**config.mk**
```make
export PLATFORM = sky130hd
export DESIGN_NAME = i2s_receiver
export DESIGN_NICKNAME = d
export VERILOG_FILES = /design/src/rtl/i2s_pkg.sv /design/src/rtl/i2s_in_sync.sv /design/src/rtl/i2s_receiver.sv
export SDC_FILE = /design/constraint.sdc
export NUM_CORES = 1
export LEC_CHECK = 0
export BUFFER_PORTS_ARGS = -buffer_cell sky130_fd_sc_hd__buf_2
export CORE_MARGIN = 2
export CORE_UTILIZATION = 55
export DETAILED_ROUTE_END_ITERATION = 6
export PLACE_DENSITY = 0.86
export REMOVE_ABC_BUFFERS = 1
export SLEW_MARGIN = 40
export SYNTH_ARGS = -nofsm -noshare
export SYNTH_HDL_FRONTEND = slang
export SYNTH_SLANG_ARGS = --single-unit
```
**constraint.sdc**
```tcl
create_clock -name clk -period 6.1 [get_ports clk]
set_input_delay 0.915 -clock clk [delete_from_list [all_inputs] [get_ports clk]]
set_output_delay 0.915 -clock clk [all_outputs]
set_load 0.05 [all_outputs]
```
**src/rtl/i2s_pkg.sv**
```systemverilog
// Shared definitions for the slave-mode I2S capture path: FSM encoding,
// default geometry and word-select channel encoding.
package i2s_pkg;

  typedef enum logic {
    HUNT = 1'b0,
    RECV = 1'b1
  } i2s_state_e;

  localparam int DEF_SAMPLE_WIDTH  = 16;
  localparam int DEF_MAX_SLOT_BITS = 64;

  localparam logic WS_LEFT  = 1'b0;
  localparam logic WS_RIGHT = 1'b1;

endpackage

```
**src/rtl/i2s_in_sync.sv**
```systemverilog
// Synchronises bck/ws/data into the clk domain through equal-length chains
// (keeping them mutually aligned) and detects bit-clock rising edges.
module i2s_in_sync #(
  parameter int SYNC_STAGES = 2
) (
  input  logic clk,
  input  logic rst,
  input  logic audio_bck,
  input  logic audio_ws,
  input  logic audio_data,
  output logic ws_sync,
  output logic data_sync,
  output logic bck_rise
);

  logic [SYNC_STAGES-1:0] bck_q, bck_d;
  logic [SYNC_STAGES-1:0] ws_q, ws_d;
  logic [SYNC_STAGES-1:0] data_q, data_d;
  logic                   bck_prev_q, bck_prev_d;

  always_comb begin
    bck_d      = {bck_q[SYNC_STAGES-2:0], audio_bck};
    ws_d       = {ws_q[SYNC_STAGES-2:0], audio_ws};
    data_d     = {data_q[SYNC_STAGES-2:0], audio_data};
    bck_prev_d = bck_q[SYNC_STAGES-1];
  end

  always_ff @(posedge clk or posedge rst) begin
    if (rst) begin
      bck_q      <= '0;
      ws_q       <= '0;
      data_q     <= '0;
      bck_prev_q <= 1'b0;
    end else begin
      bck_q      <= bck_d;
      ws_q       <= ws_d;
      data_q     <= data_d;
      bck_prev_q <= bck_prev_d;
    end
  end

  assign ws_sync   = ws_q[SYNC_STAGES-1];
  assign data_sync = data_q[SYNC_STAGES-1];
  assign bck_rise  = bck_q[SYNC_STAGES-1] & ~bck_prev_q;

endmodule

```
**src/rtl/i2s_receiver.sv**
```systemverilog
// Slave I2S receiver: deserialises MSB-first left/right slots into a stereo pair
// with a one-clk strobe. Optional peak meter enabled by defining PEAK_METER_EN.
module i2s_receiver
  import i2s_pkg::*;
#(
  parameter int SAMPLE_WIDTH  = DEF_SAMPLE_WIDTH,
  parameter int SYNC_STAGES   = 2,
  parameter int MAX_SLOT_BITS = DEF_MAX_SLOT_BITS
) (
  input  logic                    clk,
  input  logic                    rst,
  input  logic                    audio_bck,
  input  logic                    audio_ws,
  input  logic                    audio_data,
`ifdef PEAK_METER_EN
  input  logic                    peak_clr,
  output logic [SAMPLE_WIDTH-1:0] peak_level,
`endif
  output logic [SAMPLE_WIDTH-1:0] audio_left,
  output logic [SAMPLE_WIDTH-1:0] audio_right,
  output logic                    sample_valid,
  output logic                    frame_err
);

  localparam int CW = $clog2(MAX_SLOT_BITS + 1);
  localparam int IW = $clog2(SAMPLE_WIDTH);

  logic ws_s, data_s, bck_rise;

  i2s_in_sync #(
    .SYNC_STAGES(SYNC_STAGES)
  ) u_sync (
    .clk       (clk),
    .rst       (rst),
    .audio_bck (audio_bck),
    .audio_ws  (audio_ws),
    .audio_data(audio_data),
    .ws_sync   (ws_s),
    .data_sync (data_s),
    .bck_rise  (bck_rise)
  );

  i2s_state_e              state_q, state_d;
  logic                    ws_last_q, ws_last_d;
  logic                    ws_seen_q, ws_seen_d;
  logic [CW-1:0]           cnt_q, cnt_d;
  logic [SAMPLE_WIDTH-1:0] shift_q, shift_d;
  logic [SAMPLE_WIDTH-1:0] stage_q, stage_d;
  logic [SAMPLE_WIDTH-1:0] left_q, left_d;
  logic [SAMPLE_WIDTH-1:0] right_q, right_d;
  logic                    valid_q, valid_d;
  logic                    err_q, err_d;

  logic [SAMPLE_WIDTH-1:0] word;
  logic [IW-1:0]           bit_idx;
  logic [CW-1:0]           cnt_inc;
  logic                    ws_change;
  logic                    short_slot;

  always_comb begin
    state_d   = state_q;
    ws_last_d = ws_last_q;
    ws_seen_d = ws_seen_q;
    cnt_d     = cnt_q;
    shift_d   = shift_q;
    stage_d   = stage_q;
    left_d    = left_q;
    right_d   = right_q;
    valid_d   = 1'b0;
    err_d     = 1'b0;

    // ws_seen blocks a false slot edge against the reset value of ws_last.
    ws_change  = ws_seen_q && (ws_s != ws_last_q);
    short_slot = cnt_q < CW'(SAMPLE_WIDTH - 1);
    cnt_inc    = (cnt_q == CW'(MAX_SLOT_BITS)) ? cnt_q : cnt_q + CW'(1);
    bit_idx    = IW'(SAMPLE_WIDTH - 1) - cnt_q[IW-1:0];
    word       = shift_q;
    if (cnt_q < CW'(SAMPLE_WIDTH)) begin
      word[bit_idx] = data_s;
    end

    if (bck_rise) begin
      ws_seen_d = 1'b1;
      ws_last_d = ws_s;
      case (state_q)
        HUNT: begin
          if (ws_change) begin
            state_d = RECV;
            cnt_d   = '0;
            shift_d = '0;
          end
        end
        RECV: begin
          if (ws_change) begin
            // The bit on a ws-change rise is the closing slot's last bit.
            cnt_d   = '0;
            shift_d = '0;
            err_d   = short_slot;
            if (ws_last_q == WS_LEFT) begin
              stage_d = word;
            end else begin
              left_d  = stage_q;
              right_d = word;
              valid_d = 1'b1;
            end
          end else if (cnt_inc == CW'(MAX_SLOT_BITS)) begin
            err_d   = 1'b1;
            state_d = HUNT;
            stage_d = '0;
            cnt_d   = '0;
            shift_d = '0;
          end else begin
            cnt_d   = cnt_inc;
            shift_d = word;
          end
        end
        default: state_d = HUNT;
      endcase
    end
  end

  always_ff @(posedge clk or posedge rst) begin
    if (rst) begin
      state_q   <= HUNT;
      ws_last_q <= 1'b0;
      ws_seen_q <= 1'b0;
      cnt_q     <= '0;
      shift_q   <= '0;
      stage_q   <= '0;
      left_q    <= '0;
      right_q   <= '0;
      valid_q   <= 1'b0;
      err_q     <= 1'b0;
    end else begin
      state_q   <= state_d;
      ws_last_q <= ws_last_d;
      ws_seen_q <= ws_seen_d;
      cnt_q     <= cnt_d;
      shift_q   <= shift_d;
      stage_q   <= stage_d;
      left_q    <= left_d;
      right_q   <= right_d;
      valid_q   <= valid_d;
      err_q     <= err_d;
    end
  end

  assign audio_left   = left_q;
  assign audio_right  = right_q;
  assign sample_valid = valid_q;
  assign frame_err    = err_q;

`ifdef PEAK_METER_EN
  logic [SAMPLE_WIDTH-1:0] peak_q, peak_d;
  logic [SAMPLE_WIDTH-1:0] abs_l, abs_r;

  // Magnitude with the most negative code clamped to the largest positive one.
  function automatic logic [SAMPLE_WIDTH-1:0] abs_sat(input logic [SAMPLE_WIDTH-1:0] v);
    if (!v[SAMPLE_WIDTH-1]) begin
      return v;
    end else if (v == {1'b1, {(SAMPLE_WIDTH-1){1'b0}}}) begin
      return {1'b0, {(SAMPLE_WIDTH-1){1'b1}}};
    end else begin
      return -v;
    end
  endfunction

  always_comb begin
    abs_l  = abs_sat(left_q);
    abs_r  = abs_sat(right_q);
    peak_d = peak_clr ? '0 : peak_q;
    if (valid_q) begin
      if (abs_l > peak_d) peak_d = abs_l;
      if (abs_r > peak_d) peak_d = abs_r;
    end
  end

  always_ff @(posedge clk or posedge rst) begin
    if (rst) begin
      peak_q <= '0;
    end else begin
      peak_q <= peak_d;
    end
  end

  assign peak_level = peak_q;
`endif

endmodule

```
# [Yosys cells after proc, flatten, opt, wreduce, memory -nomap -nowiden]
# Cells that the tools add are included.
[totals] inputBits=5 output_inout_bits=34 elab_cells=62 register_bits=83
[classes] mux=28 addsub=2 n_eq_ne=5 reduce_logical=6 magnitude_cmp=4 bitwise=3
[op_table] cell="$mux 16" count=7
[op_table] cell="$pmux 16 s2" count=1
[op_table] cell="$mux 7" count=4
[op_table] cell="$bwmux 16" count=1
[op_table] cell="$eq 7x7->1 const B" count=2
[op_table] cell="$pmux 7 s2" count=1
[op_table] cell="$mux 1" count=12
[op_table] cell="$reduce_and 4->1" count=2
[op_table] cell="$add 7x1->7 const B" count=1
[op_table] cell="$lt 7x4->1 const B" count=1
[op_table] cell="$lt 7x5->1 const B" count=1
[op_table] cell="$lt 4x5->1 const B" count=1
[op_table] cell="$demux 1 s4" count=1
[op_table] cell="$ge 4x1->1 const B" count=1
[op_table] cell="$ne 2x2->1 const B" count=2
[op_table] cell="$sub 4x4->4 const A" count=1
[op_table] cell="$logic_and 1x1->1" count=2
[op_table] cell="$not 1->1" count=2
[op_table] cell="$pmux 1 s2" count=1
[op_table] cell="$reduce_and 2->1" count=1
[op_table] cell="$reduce_bool 2->1" count=1
[op_table] cell="$and 1x1->1" count=1
[op_table] cell="$ne 1x1->1" count=1

# [Depth between registers and ports, before layout]
[logic_depth] depth_word=10 depth_mapped=9 mapped_depth_nobuf=7

# [Hierarchy]
# Synthesis repeated with hierarchy kept, for this count alone.
[hier_totals] cells_unflattened=329 area_unflattened_um2=3686.0
[by_module_without_submodules] mod="i2s_receiver" n_inst=1 seq_area_each_um2=1901.8 cells_per_inst=320 area_per_inst_um2=3493.4
[by_module_without_submodules] mod="i2s_in_sync" n_inst=1 seq_area_each_um2=175.2 cells_per_inst=9 area_per_inst_um2=192.7

# [Worst setup path after synthesis]
# Ideal clock, no wire load.
[synth_path] kind="reg2reg" start="reg cnt_q[0]" end="reg stage_q[0]" setup_time_ps=130 n_path_buf=2 stages_incl_launch_ff=10 synth_period_minus_slack_ps=2461 slack_ps=3639 required_time_ps=5970 arrival_ps=2331 path_cell_list="dfrtp_1 -> buf_2 -> inv_1 -> ha_1 -> or3b_1 -> o32ai_2 -> o221ai_2 -> o31a_4 -> buf_6 -> o2bb2ai_1"
[synth_between] elab_chain_len=9 elab_cells_between_ends=17 cone_classes="add/sub (2); order compare (3); eq/ne (2); mux (7); reduce/logical (3)"
[synth_lines] element="start, declared" line_no="i2s_receiver.sv:46" text="logic [CW-1:0] cnt_q, cnt_d;"
[synth_lines] element="start signal, assigned" line_no="i2s_receiver.sv:138" text="cnt_q <= cnt_d;"
[synth_lines] element="$sub 4x4->4" line_no="i2s_receiver.sv:76" text="bit_idx = IW'(SAMPLE_WIDTH - 1) - cnt_q[IW-1:0];"
[synth_lines] element="$lt 4x5->1 (implied by the code) or $ge 4x1->1 (tied branches)" line_no="i2s_receiver.sv:79" text="word[bit_idx] = data_s;"
[synth_lines] element="$logic_and 1x1->1 (implied by the code)" line_no="i2s_receiver.sv:79"
[synth_lines] element="$mux 1 (implied by the code)" line_no="i2s_receiver.sv:79"
[synth_lines] element="$demux 1 s4" line_no="i2s_receiver.sv:79"
[synth_lines] element="$bwmux 16" line_no="i2s_receiver.sv:79"
[synth_lines] element="$mux 16" line_no="i2s_receiver.sv:78" text="if (cnt_q < CW'(SAMPLE_WIDTH)) begin"
[synth_lines] element="$mux 16" line_no="i2s_receiver.sv:99" text="if (ws_last_q == WS_LEFT) begin"
[synth_lines] element="$mux 16" line_no="i2s_receiver.sv:94" text="if (ws_change) begin"
[synth_lines] element="end signal, assigned" line_no="i2s_receiver.sv:140" text="stage_q <= stage_d;"
[synth_lines] element="end, declared" line_no="i2s_receiver.sv:48" text="logic [SAMPLE_WIDTH-1:0] stage_q, stage_d;"
# Parallel ways exist; a longest one is shown, timed or not. The select of a mux whose other input is x is not followed.
# A chain may end at the register's enable or synchronous reset.

# [Final worst setup path]
[layout_path] start="reg cnt_q[0]" end="reg shift_q[6]"
[layout_between] elab_chain_len=10 elab_cells_between_ends=16 cone_classes="add/sub (2); order compare (3); eq/ne (2); mux (8); reduce/logical (1)"
[layout_lines] element="$sub 4x4->4" line_no="i2s_receiver.sv:76"
[layout_lines] element="$lt 4x5->1 (implied by the code) or $ge 4x1->1 (tied branches)" line_no="i2s_receiver.sv:79"
[layout_lines] element="$logic_and 1x1->1 (implied by the code)" line_no="i2s_receiver.sv:79"
[layout_lines] element="$mux 1 (implied by the code)" line_no="i2s_receiver.sv:79"
[layout_lines] element="$demux 1 s4" line_no="i2s_receiver.sv:79"
[layout_lines] element="$bwmux 16" line_no="i2s_receiver.sv:79"
[layout_lines] element="$mux 16" line_no="i2s_receiver.sv:78"
[layout_lines] element="$mux 16 *" line_no="i2s_receiver.sv:106" text="end else if (cnt_inc == CW'(MAX_SLOT_BITS)) begin"
[layout_lines] element="$mux 16 *" line_no="i2s_receiver.sv:94"
[layout_lines] element="$pmux 16 s2 *" line_no="i2s_receiver.sv:85" text="case (state_q)"
[layout_lines] element="end signal, assigned" line_no="i2s_receiver.sv:139" text="shift_q <= shift_d;"
[layout_lines] element="end, declared" line_no="i2s_receiver.sv:47" text="logic [SAMPLE_WIDTH-1:0] shift_q, shift_d;"
# Mark *: on every way between the ends. The rest lies on a longest branch, timed or not.

==> impl_metrics.env <==
export IMPL_p_leak_nw=1.98
export IMPL_path_clk_slew_ps=80
export IMPL_clock_fmax_mhz=361
export IMPL_min_path_cells=0
export IMPL_num_vias=2428
export IMPL_fin_crit_sh_pct=45.5
export IMPL_finalClockSkew_ps=10.6
export IMPL_async_flop_share_pct=100
export IMPL_syn2layout_area_growth_pct=13.1
export IMPL_first_pass_iters=5
export IMPL_min_from="u_sync.data_q[0]$_DFF_PP0_"
export IMPL_yosysMostFrequentCell="dfrtp_1"
export IMPL_drv_cap=0
export IMPL_worstSetupEndpointType="flop"
export IMPL_grt_pass1_vias=2400
export IMPL_antenna_found_initial=0
export IMPL_gp_congestion=0.898
export IMPL_drive_gt1_share_pct=24.0
export IMPL_cts_made_buffers=9
export IMPL_diodes=0
export IMPL_yosysWarnings=0
export IMPL_wirelength_um=6680
export IMPL_vias_per_cell=5.69
export IMPL_worstPathCellList="inv_1 -> ha_1 -> or3b_1 -> nor3_2 -> a31oi_4 -> o21ai_2 -> o21ai_0"
export IMPL_maxSlewHeadroom_pct=49.8
export IMPL_cts_sinks=83
export IMPL_reg2reg_slack_ps=3330
export IMPL_fin_tns_setup_ps=0
export IMPL_timing_final_crit_period_ps=2770
export IMPL_yosys_top_cells_count="dfrtp_1, nand2_1, o21ai_0"
export IMPL_die_x_um=84.1
export IMPL_detailed_place_hpwl_um=4310
export IMPL_grt_util_all_layers_pct=20.9
export IMPL_die_area_mm2=0.00708
export IMPL_crit_path_max_fanout=17
export IMPL_ctsHoldBuffers=0
export IMPL_fillCellCount=470
export IMPL_synth_top_area_share_pct=58.8
export IMPL_cp_slowest_cell="o21ai_2"
export IMPL_outcome="complete, no violations"
export IMPL_final_hold_violation_count=0
export IMPL_drt_iter0_markers=193
export IMPL_hold_path_class="reg -> reg"
export IMPL_cts_resized=0
export IMPL_syn_cell_area_mm2=0.00353
export IMPL_rr_startpoint="cnt_q[0]$_DFFE_PP0P_"
export IMPL_tightestPinTransition_ps=753
export IMPL_path_class="reg -> reg"
export IMPL_worst_slack_ps=3330
export IMPL_initial_core_util_pct=56.3
export IMPL_synth_cell_type_count=43
export IMPL_post_cts_buffers=0
export IMPL_power_total_mw=1.39
export IMPL_drv_slew=0
export IMPL_io_buffers=38
export IMPL_root_buffer="clkbuf_8"
export IMPL_worstReg2RegEnd="shift_q[6]$_DFFE_PP0P_"
export IMPL_r2r_cells=7
export IMPL_ant_nets=0
export IMPL_num_rows=29
export IMPL_cp_start_kind="flop"
export IMPL_synthCells=311
export IMPL_fin_nets=354
export IMPL_hold_path_endpoint="u_sync.data_q[1]$_DFF_PP0_"
export IMPL_fp_dieH_um=84.1
export IMPL_critPathMaxStageDelay_ps=550
export IMPL_worstPathRequired_ps=6310
export IMPL_yosysTopAreaCell="dfrtp_1"
export IMPL_cts_max_level=3
export IMPL_insertion_delay_ps=360
export IMPL_worst_hold_slack_ps=358
export IMPL_yosys_top_cells_area="dfrtp_1, nand2_1, o21ai_0, mux2_2, mux2i_1"
export IMPL_grt_pass1_wl_um=11600
export IMPL_ir_drop_uv=276
export IMPL_synth_edf_count=0
export IMPL_finish_utilization_pct=63.6
export IMPL_grt_max_degree=84
export IMPL_drc=0
export IMPL_ios=39
export IMPL_cts_tree="done"
export IMPL_wire_per_inst_um=15.6
export IMPL_synthFlopType="dfrtp_1"
export IMPL_finalSetupViolCount=0
export IMPL_dp_slack_ps=3340
export IMPL_core_area_mm2=0.00628
export IMPL_rsz0062_at_grt="false"
export IMPL_yosys_register_bits=83
export IMPL_clk_path_buf_depth=2
export IMPL_yosysSeqAreaShare_pct=58.8
export IMPL_crit_arrival_ps=2980
export IMPL_synth_area_per_cell_um2=11.4
export IMPL_overflow=0
export IMPL_powerDensity_mw_per_mm2=349
-- per-stage QoR --
stage | cell area [um^2] | cells
floorplan | 3450 | 293
global placement | 3760 | 411
detailed placement | 3770 | 411
CTS | 4000 | 427
global route | 4000 | 427
finish | 4000 | 427
-- final cells by class --
class | count | area (um^2) | share of cell area (%)
flip-flops and latches | 83 | 2080 | 52.0
multi-input cells | 201 | 1340 | 33.6
repair buffers | 41 | 216 | 5.42
clock buffers | 11 | 141 | 3.54
well taps | 77 | 96.3 | 2.41
clock inverters | 5 | 85.1 | 2.13
inverters | 9 | 35.0 | 0.877
-- state kept, by name, summed over array words and instances (netlist names), 2 cells and up --
| register | count |
|---|---|
| audio_left | 16 |
| audio_right | 16 |
| cnt_q | 7 |
| shift_q | 16 |
| stage_q | 16 |
| u_sync.bck_q | 2 |
| u_sync.data_q | 2 |
| u_sync.ws_q | 2 |
-- report_power, final --
group	internal, mW	switching (mW)
logic	0.0973	0.210
clock network	0.244	0.195
registers	0.601	0.0462
total	0.942	0.451
-- layer usage --
layer | vias up | global-route usage, % | share of wire (%)
li1 | 1163 | - | -
met1 | 1187 | 28.7 | 46
met2 | 63 | 31.7 | 47
met3 | 15 | 5.51 | 4.1
met4 | 0 | 8.94 | 2.5
met5 | - | 0 | 0
-- logic make-up (layout without fill, tap and decap cells) --
group	count (synthesis)	after routing	synth area share, %
simple gates	87	87	11.5
flops	83	83	58.8
compound gates	75	75	14.7
mux	33	33	9.95
buf+inv	27	66	3.15
fa+ha+maj	4	4	1.42
xor+xnor	2	2	0.496
-- worst max-delay path, delay by kind of cell (launching register included) --
kind            cells  cell delay, ps
compound gates      3             830
simple gates        2             820
flops               1             520
fa+ha+maj           1             270
buf+inv             1             180
-- placed cells by master (no fill, tap or decap), drive strengths merged, types with 4 or more instances in the layout --
cell     count
ha           4
nand2       54
dfrtp       83
mux2i       16
buf         41
nor2         4
o21ai       41
inv          9
o2bb2ai     16
clkbuf      11
nand3        4
a21oi        5
nor3         6
mux2        17
-- how the worst max path moves through the flow --
stage	startpoint	to	slack [ps]	cells after the start
2_1_floorplan	rst	audio_left[0]$_DFFE_PP0P_	3050	1
3_3_place_gp	cnt_q[0]$_DFFE_PP0P_	shift_q[15]$_DFFE_PP0P_	3510	7
3_5_place_dp	cnt_q[0]$_DFFE_PP0P_	shift_q[15]$_DFFE_PP0P_	3340	7
4_1_cts	cnt_q[0]$_DFFE_PP0P_	shift_q[15]$_DFFE_PP0P_	3330	7
5_1_grt	cnt_q[0]$_DFFE_PP0P_	shift_q[6]$_DFFE_PP0P_	3040	7
6_report	cnt_q[0]$_DFFE_PP0P_	shift_q[6]$_DFFE_PP0P_	3330	7
Power figures use the tool's default switching activity.
